[config.mk]
export PLATFORM = sky130hd
export DESIGN_NAME = rv_multiport_reg_file_flat
export DESIGN_NICKNAME = d
export VERILOG_FILES = /design/src/rtl/rv_multiport_reg_file_if.sv /design/src/rtl/rv_multiport_reg_file.sv /design/src/flat_wrapper.sv
export SDC_FILE = /design/constraint.sdc
export NUM_CORES = 2
export LEC_CHECK = 0
export ABC_AREA = 0
export CAP_MARGIN = 5
export CORE_MARGIN = 1
export CORE_UTILIZATION = 40
export CTS_BUF_LIST = sky130_fd_sc_hd__clkbuf_2 sky130_fd_sc_hd__clkbuf_4 sky130_fd_sc_hd__clkbuf_8
export CTS_CLUSTER_SIZE = 25
export DETAILED_ROUTE_END_ITERATION = 12
export GPL_ROUTABILITY_DRIVEN = 0
export GPL_TIMING_DRIVEN = 1
export PLACE_DENSITY = 0.62
export SYNTH_ARGS = -nofsm -noshare
export SYNTH_HDL_FRONTEND = slang
export SYNTH_SLANG_ARGS = --single-unit
[constraint.sdc]
create_clock -name CLK -period 7.1 [get_ports CLK]
set_input_delay 2.13 -clock CLK [delete_from_list [all_inputs] [get_ports CLK]]
set_output_delay 2.13 -clock CLK [all_outputs]
set_load 0.02 [all_outputs]
[src/rtl/rv_multiport_reg_file_if.sv]
// Bundle of the decode/writeback-facing signals of rv_multiport_reg_file.
// The master side (pipeline) drives reads, writes, reservations and clear requests.
interface rv_multiport_reg_file_if #(
  parameter int DATA_WIDTH      = 32,
  parameter int NUM_REGS        = 32,
  parameter int NUM_READ_PORTS  = 2,
  parameter int NUM_WRITE_PORTS = 2
);
  localparam int AW = $clog2(NUM_REGS);

  // No valid/ready pairing per transfer: ready=1 means every request presented
  // in that cycle is accepted at the next posedge; while ready=0 they are dropped.
  logic                                   clr_req;
  logic                                   ready;
  logic [NUM_READ_PORTS*AW-1:0]           rs_addr;
  logic [NUM_READ_PORTS*DATA_WIDTH-1:0]   rs_data;
  logic [NUM_WRITE_PORTS-1:0]             wen;
  logic [NUM_WRITE_PORTS*AW-1:0]          waddr;
  logic [NUM_WRITE_PORTS*DATA_WIDTH-1:0]  wdata;
  logic                                   rsv_en;
  logic [AW-1:0]                          rsv_addr;
  logic [NUM_REGS-1:0]                    busy_mask;

  modport master (
    output clr_req, rs_addr, wen, waddr, wdata, rsv_en, rsv_addr,
    input  ready, rs_data, busy_mask
  );

  modport slave (
    input  clr_req, rs_addr, wen, waddr, wdata, rsv_en, rsv_addr,
    output ready, rs_data, busy_mask
  );
endinterface

[src/rtl/rv_multiport_reg_file.sv]
// Multi-port register file with busy-bit scoreboard and sequential clear FSM.
// Define RV_REG_FILE_BYPASS_EN to forward same-cycle writes to the read ports.
module rv_multiport_reg_file #(
  parameter int DATA_WIDTH      = 32,
  parameter int NUM_REGS        = 32,
  parameter int NUM_READ_PORTS  = 2,
  parameter int NUM_WRITE_PORTS = 2,
  parameter int ZERO_REG        = 1
) (
  input  logic                   CLK,
  input  logic                   RST,
  rv_multiport_reg_file_if.slave bus,
  output logic                   state_dbg
);
  localparam int AW = $clog2(NUM_REGS);
  localparam logic [AW-1:0] LAST_REG = AW'(NUM_REGS - 1);

  typedef enum logic {CLEAR = 1'b0, IDLE = 1'b1} state_e;

  state_e                state_q, state_d;
  logic [AW-1:0]         clr_cnt_q, clr_cnt_d;
  logic [NUM_REGS-1:0]   busy_q, busy_d;
  logic                  ready_q, ready_d;
  logic [DATA_WIDTH-1:0] regs_q [NUM_REGS];
  logic [DATA_WIDTH-1:0] regs_d [NUM_REGS];

  logic [AW-1:0]         waddr_a [NUM_WRITE_PORTS];
  logic [DATA_WIDTH-1:0] wdata_a [NUM_WRITE_PORTS];
  logic [NUM_WRITE_PORTS-1:0] wr_ok;
  logic                  rsv_ok;
  logic [AW-1:0]         rd_addr_a [NUM_READ_PORTS];
  logic [DATA_WIDTH-1:0] rd_val_a  [NUM_READ_PORTS];

  // A write is accepted only in IDLE and never targets a hardwired zero register.
  always_comb begin
    for (int w = 0; w < NUM_WRITE_PORTS; w++) begin
      waddr_a[w] = bus.waddr[w*AW +: AW];
      wdata_a[w] = bus.wdata[w*DATA_WIDTH +: DATA_WIDTH];
      wr_ok[w]   = (state_q == IDLE) && bus.wen[w] &&
                   !((ZERO_REG != 0) && (waddr_a[w] == '0));
    end
    rsv_ok = (state_q == IDLE) && bus.rsv_en &&
             !((ZERO_REG != 0) && (bus.rsv_addr == '0));
  end

  always_comb begin
    state_d   = state_q;
    clr_cnt_d = clr_cnt_q;
    busy_d    = busy_q;
    regs_d    = regs_q;
    case (state_q)
      CLEAR: begin
        regs_d[clr_cnt_q] = '0;
        clr_cnt_d         = clr_cnt_q + 1'b1;
        if (clr_cnt_q == LAST_REG) state_d = IDLE;
      end
      IDLE: begin
        // Ascending loop: the highest-index port's write lands last and wins.
        for (int w = 0; w < NUM_WRITE_PORTS; w++) begin
          if (wr_ok[w]) begin
            regs_d[waddr_a[w]] = wdata_a[w];
            busy_d[waddr_a[w]] = 1'b0;
          end
        end
        // Set after the clears so a new producer overrides a retiring one.
        if (rsv_ok) busy_d[bus.rsv_addr] = 1'b1;
        if (bus.clr_req) begin
          state_d   = CLEAR;
          clr_cnt_d = '0;
        end
      end
      default: state_d = CLEAR;
    endcase
    ready_d = (state_d == IDLE);
  end

  always_ff @(posedge CLK) begin
    if (RST) begin
      state_q   <= CLEAR;
      clr_cnt_q <= '0;
      busy_q    <= '0;
      ready_q   <= 1'b0;
    end else begin
      state_q   <= state_d;
      clr_cnt_q <= clr_cnt_d;
      busy_q    <= busy_d;
      ready_q   <= ready_d;
    end
  end

  // Storage is zeroed by the clear FSM, so it carries no reset.
  always_ff @(posedge CLK) begin
    regs_q <= regs_d;
  end

  always_comb begin
    bus.rs_data = '0;
    for (int p = 0; p < NUM_READ_PORTS; p++) begin
      rd_addr_a[p] = bus.rs_addr[p*AW +: AW];
      rd_val_a[p]  = regs_q[rd_addr_a[p]];
`ifdef RV_REG_FILE_BYPASS_EN
      for (int w = 0; w < NUM_WRITE_PORTS; w++) begin
        if (wr_ok[w] && (waddr_a[w] == rd_addr_a[p])) rd_val_a[p] = wdata_a[w];
      end
`endif
      if ((ZERO_REG != 0) && (rd_addr_a[p] == '0)) rd_val_a[p] = '0;
      if (state_q != IDLE) rd_val_a[p] = '0;
      bus.rs_data[p*DATA_WIDTH +: DATA_WIDTH] = rd_val_a[p];
    end
  end

  assign bus.ready     = ready_q;
  assign bus.busy_mask = busy_q;
  assign state_dbg     = state_q;
endmodule

[src/flat_wrapper.sv]
// flat-port wrapper written by rule: the top's interface ports become plain ports
module rv_multiport_reg_file_flat 
#(
  parameter int DATA_WIDTH      = 32,
  parameter int NUM_REGS        = 32,
  parameter int NUM_READ_PORTS  = 2,
  parameter int NUM_WRITE_PORTS = 2,
  parameter int ZERO_REG        = 1
)
  (CLK, RST, state_dbg, bus_clr_req, bus_rs_addr, bus_wen, bus_waddr, bus_wdata, bus_rsv_en, bus_rsv_addr, bus_ready, bus_rs_data, bus_busy_mask);
  rv_multiport_reg_file_if #(.DATA_WIDTH(DATA_WIDTH), .NUM_REGS(NUM_REGS), .NUM_READ_PORTS(NUM_READ_PORTS), .NUM_WRITE_PORTS(NUM_WRITE_PORTS)) bus_i ();
  input  logic CLK;
  input  logic RST;
  output logic state_dbg;
  input wire logic [$bits(bus_i.clr_req)-1:0] bus_clr_req;
  input wire logic [$bits(bus_i.rs_addr)-1:0] bus_rs_addr;
  input wire logic [$bits(bus_i.wen)-1:0] bus_wen;
  input wire logic [$bits(bus_i.waddr)-1:0] bus_waddr;
  input wire logic [$bits(bus_i.wdata)-1:0] bus_wdata;
  input wire logic [$bits(bus_i.rsv_en)-1:0] bus_rsv_en;
  input wire logic [$bits(bus_i.rsv_addr)-1:0] bus_rsv_addr;
  output wire logic [$bits(bus_i.ready)-1:0] bus_ready;
  output wire logic [$bits(bus_i.rs_data)-1:0] bus_rs_data;
  output wire logic [$bits(bus_i.busy_mask)-1:0] bus_busy_mask;
  assign bus_i.clr_req = bus_clr_req;
  assign bus_i.rs_addr = bus_rs_addr;
  assign bus_i.wen = bus_wen;
  assign bus_i.waddr = bus_waddr;
  assign bus_i.wdata = bus_wdata;
  assign bus_i.rsv_en = bus_rsv_en;
  assign bus_i.rsv_addr = bus_rsv_addr;
  assign bus_ready = bus_i.ready;
  assign bus_rs_data = bus_i.rs_data;
  assign bus_busy_mask = bus_i.busy_mask;
  rv_multiport_reg_file #(.DATA_WIDTH(DATA_WIDTH), .NUM_REGS(NUM_REGS), .NUM_READ_PORTS(NUM_READ_PORTS), .NUM_WRITE_PORTS(NUM_WRITE_PORTS), .ZERO_REG(ZERO_REG)) u_core (.CLK(CLK), .RST(RST), .bus(bus_i), .state_dbg(state_dbg));
endmodule
==> results.yml <==
status:
  status: "finished, violations left"
  violations: "negative setup slack"
grt:
  grt_overflow: 0
  gr-usage-all-layers_pct: 39.7
  grt_max_degree: 145
  antenna_found_initial: 25
  grt_pass1_wl_um: 542000
  grt_pass1_vias: 77300
yosys:
  synth_seq_cells: 1062
  synth-main-ff-cell: "dfxtp_1"
  synth_cell_type_count: 64
  ys_warn_count: 0
  yosysSeqAreaShare_pct: 29.4
  syn_inst: 8926
  synth_nets: 9026
  syn_area_mm2: 0.0724
  async_flop_share_pct: 0
  synth_edf_count: 0
  synth_area_per_cell_um2: 8.11
pwr:
  p_int_uw: 10000
  p_clk_share_pct: 46.7
  p_total_uw: 14000
  p_sw_uw: 4020
  powerDensity_mw_per_mm2: 174
  p_comb_share_pct: 10.0
  p_sw_share_pct: 28.6
  leakage_uw: 0.0311
  seq_power_share_pct: 43.3
  vdd_drop_max_v: 0.000134
layout:
  final_layout_size_suffix_gt1_share_pct: 15.2
  final_util_pct: 45.1
  final_cell_area_mm2: 0.0808
  area_growth_pct: 11.5
  nNetsFinal: 8589
hold_path:
  min_from: "u_core.regs_q[1021]"
  hold_depth: 1
  min_to: "u_core.regs_q[1021]"
  hp-class: "reg2reg"
sta:
  max-slew-margin-rel_pct: 8.23
  setup_ws_ns: -0.160
  hold_violations: 0
  finalCritPeriodShare_pct: 102
  fmax_mhz: 138
  hold_ws_ns: 0.466
  setup_violations: 5
  fin_worst_skew_ns: 0.0475
  slew_viol_final: 0
  worstMarginPinSlew_ns: 1.38
  timing.final.crit_period_ns: 7.26
  setup_tns_ns: -0.351
  rsz0062_at_grt: "true"
drt:
  vias_per_cell: 7.59
  drtPass1Iterations: 9
  wire_per_inst_um: 34.6
  wirelength_um: 381000
  antenna_left: 0
  drc: 0
  drt-initial-drc-count: 16300
  vias: 83500
worst_setup_path:
  crit_type: "in2out"
  r2r_cells: 6
  critPathCaptureType: "output port"
  required_ns: 4.97
  crit_path_max_fanout: 29
  critPathArrivalTime_ns: 5.13
  r2r_start: "u_core.state_dbg"
  crit_start: "bus_rs_addr[5]"
  r2r_end: "u_core.regs_q[804]"
  rrSetupSlack_ns: 2.62
  crit_path_start_kind: "input pin"
cts:
  holdBufCountCts: 0
  cts.sinks: 1062
  clock_tree.buffer_depth: 3
  root_buffer: "clkbuf_8"
  cts.clk_slew.worst_paths_ns: 0.06
  cts_tree: "built"
  h-tree-depth: 4
  insertion_delay_ns: 0.99
  cts_buffers: 187
floorplan:
  std_cell_rows: 155
  die-area_mm2: 0.183
  die_h_um: 427
  die_w_um: 427
  io_pins: 193
  core_mm2: 0.179
  start_util_pct: 40.4
placed_design:
  dp_hpwl_um: 236000
  portBuffers: 192
  place_area_mm2: 0.0765
flow_run:
  drv_cap: 0
-- sequential cells by signal, summed over array words and instances (netlist names) --
signal / count
u_core.state_dbg: 1
u_core.bus.busy_mask: 32
u_core.clr_cnt_q: 5
u_core.regs_q: 1024
-- worst max path at each step --
stage	to	slack, ns	cells after the start
after floorplan	bus_rs_data[38]	1.01	6
after global placement	bus_rs_data[9]	-0.11	8
after detailed placement	bus_rs_data[9]	-0.15	8
after CTS	bus_rs_data[9]	0.08	8
after global routing	bus_rs_data[9]	-0.03	8
final	bus_rs_data[38]	-0.16	6
-- worst max-delay path, cell delays in order --
cell	delay (ns)
buf_8	0.41
buf_12	0.34
mux4_2	0.54
a22oi_1	0.36
nand4_1	0.56
clkdlybuf4s50_1	0.72
-- placed cells by master (no fill, tap or decap), drive strengths merged, types with 128 or more instances in the layout --
cell	count
mux2i	267
mux4	288
a21o	856
o21ai	1576
mux2	128
a21oi	1016
dfxtp	1062
clkbuf	321
nand3	903
buf	413
o31ai	414
a22oi	228
clkdlybuf4s50	166
-- what timing repair did --
| action | CTS | global route |
|---|---|---|
| setup endpoints to repair | 1 | 2 |
| endpoints found under the hold margin | 0 | 0 |
| gates resized for setup | 2 | 1 |
| pin swaps | 1 | 2 |
| setup buffers | 3 | 0 |
-- Yosys cell counts (4+ instances only) --
master | instances | area share [%]
and4b_1 | 5 | 0.069
a32oi_1 | 30 | 0.36
a31oi_1 | 14 | 0.12
buf_2 | 90 | 0.62
o21ai_1 | 264 | 1.8
buf_1 | 101 | 0.52
nand2b_1 | 4 | 0.035
nor3b_1 | 6 | 0.062
or3_1 | 32 | 0.28
mux2i_1 | 267 | 3.7
a2bb2oi_1 | 36 | 0.44
nor3_1 | 7 | 0.048
nand4b_1 | 32 | 0.39
inv_1 | 26 | 0.13
nand4_1 | 64 | 0.55
o22ai_1 | 32 | 0.28
dfxtp_1 | 1062 | 29
nor2b_1 | 77 | 0.67
a22oi_1 | 228 | 2.4
nand3_1 | 903 | 6.2
o2bb2ai_1 | 117 | 1.4
a221oi_2 | 20 | 0.41
and2_1 | 34 | 0.29
mux2_2 | 128 | 2.0
a21o_1 | 856 | 8.9
or2_2 | 4 | 0.035
a211oi_1 | 41 | 0.43
and3b_1 | 5 | 0.060
mux4_2 | 288 | 9.0
o31ai_1 | 381 | 4.0
nor2_1 | 82 | 0.43
clkbuf_1 | 1008 | 5.2
or2_1 | 9 | 0.078
a31o_2 | 12 | 0.15
and3_1 | 42 | 0.36
ha_1 | 5 | 0.086
o21ai_0 | 1312 | 9.1
o31ai_2 | 33 | 0.57
buf_6 | 5 | 0.078
or4_1 | 33 | 0.34
nand2_1 | 92 | 0.48
nand3b_1 | 7 | 0.073
a21oi_1 | 1016 | 7.0
or4b_1 | 83 | 1.1
-- power by group through the flow --
stage,clock network (µW),logic (µW),registers (µW)
floorplan,0,741,6180
global placement,0,1290,6200
detailed placement,0,1300,6200
CTS,6490,1310,6070
global route,6720,1390,6080
finish,6550,1400,6080
-- metrics by stage --
stage	setup WS (ns)	instances
detailed placement	-0.149	10700
finish	-0.160	11000
global placement	-0.108	10700
global route	-0.0261	11000
CTS	0.0773	11000
floorplan	1.01	8926
-- kinds of logic (layout without fill, tap and decap cells) --
family                     after synthesis  count (layout)  share of synthesized area (%)
xor gates and xnor gates                 2               2                         0.0242
AOI/OAI and AO/OA                     4400            4400                           37.4
adders and majority gates                5               5                         0.0864
buffers and inverters                 1234             950                           6.62
muxes                                  683             683                           14.6
and+or+nand+nor                       1540            1540                           11.9
other                                    0              15                              0
DFF                                   1062            1062                           29.4
-- layout make-up --
| type | instances | area, µm² |
|---|---|---|
| Sequential cell | 1062 | 21300 |
| Tap cell | 2355 | 2950 |
| Fill cell | 17200 | 98400 |
| Timing Repair Buffer | 581 | 5700 |
| Antenna cell | 15 | 37.5 |
| Clock inverter | 22 | 183 |
| Inverter | 27 | 101 |
| Multi-Input combinational cell | 6630 | 46600 |
| Clock buffer | 320 | 3970 |
-- metal layers --
layer,share of wire (%),track usage (%),routed length [µm]
met1,34,48.2,131000
met2,40,56.0,154000
met3,17,16.0,63400
met4,8.6,29.8,32800
met5,0.065,0.529,248
Power figures use the tool's default switching activity.
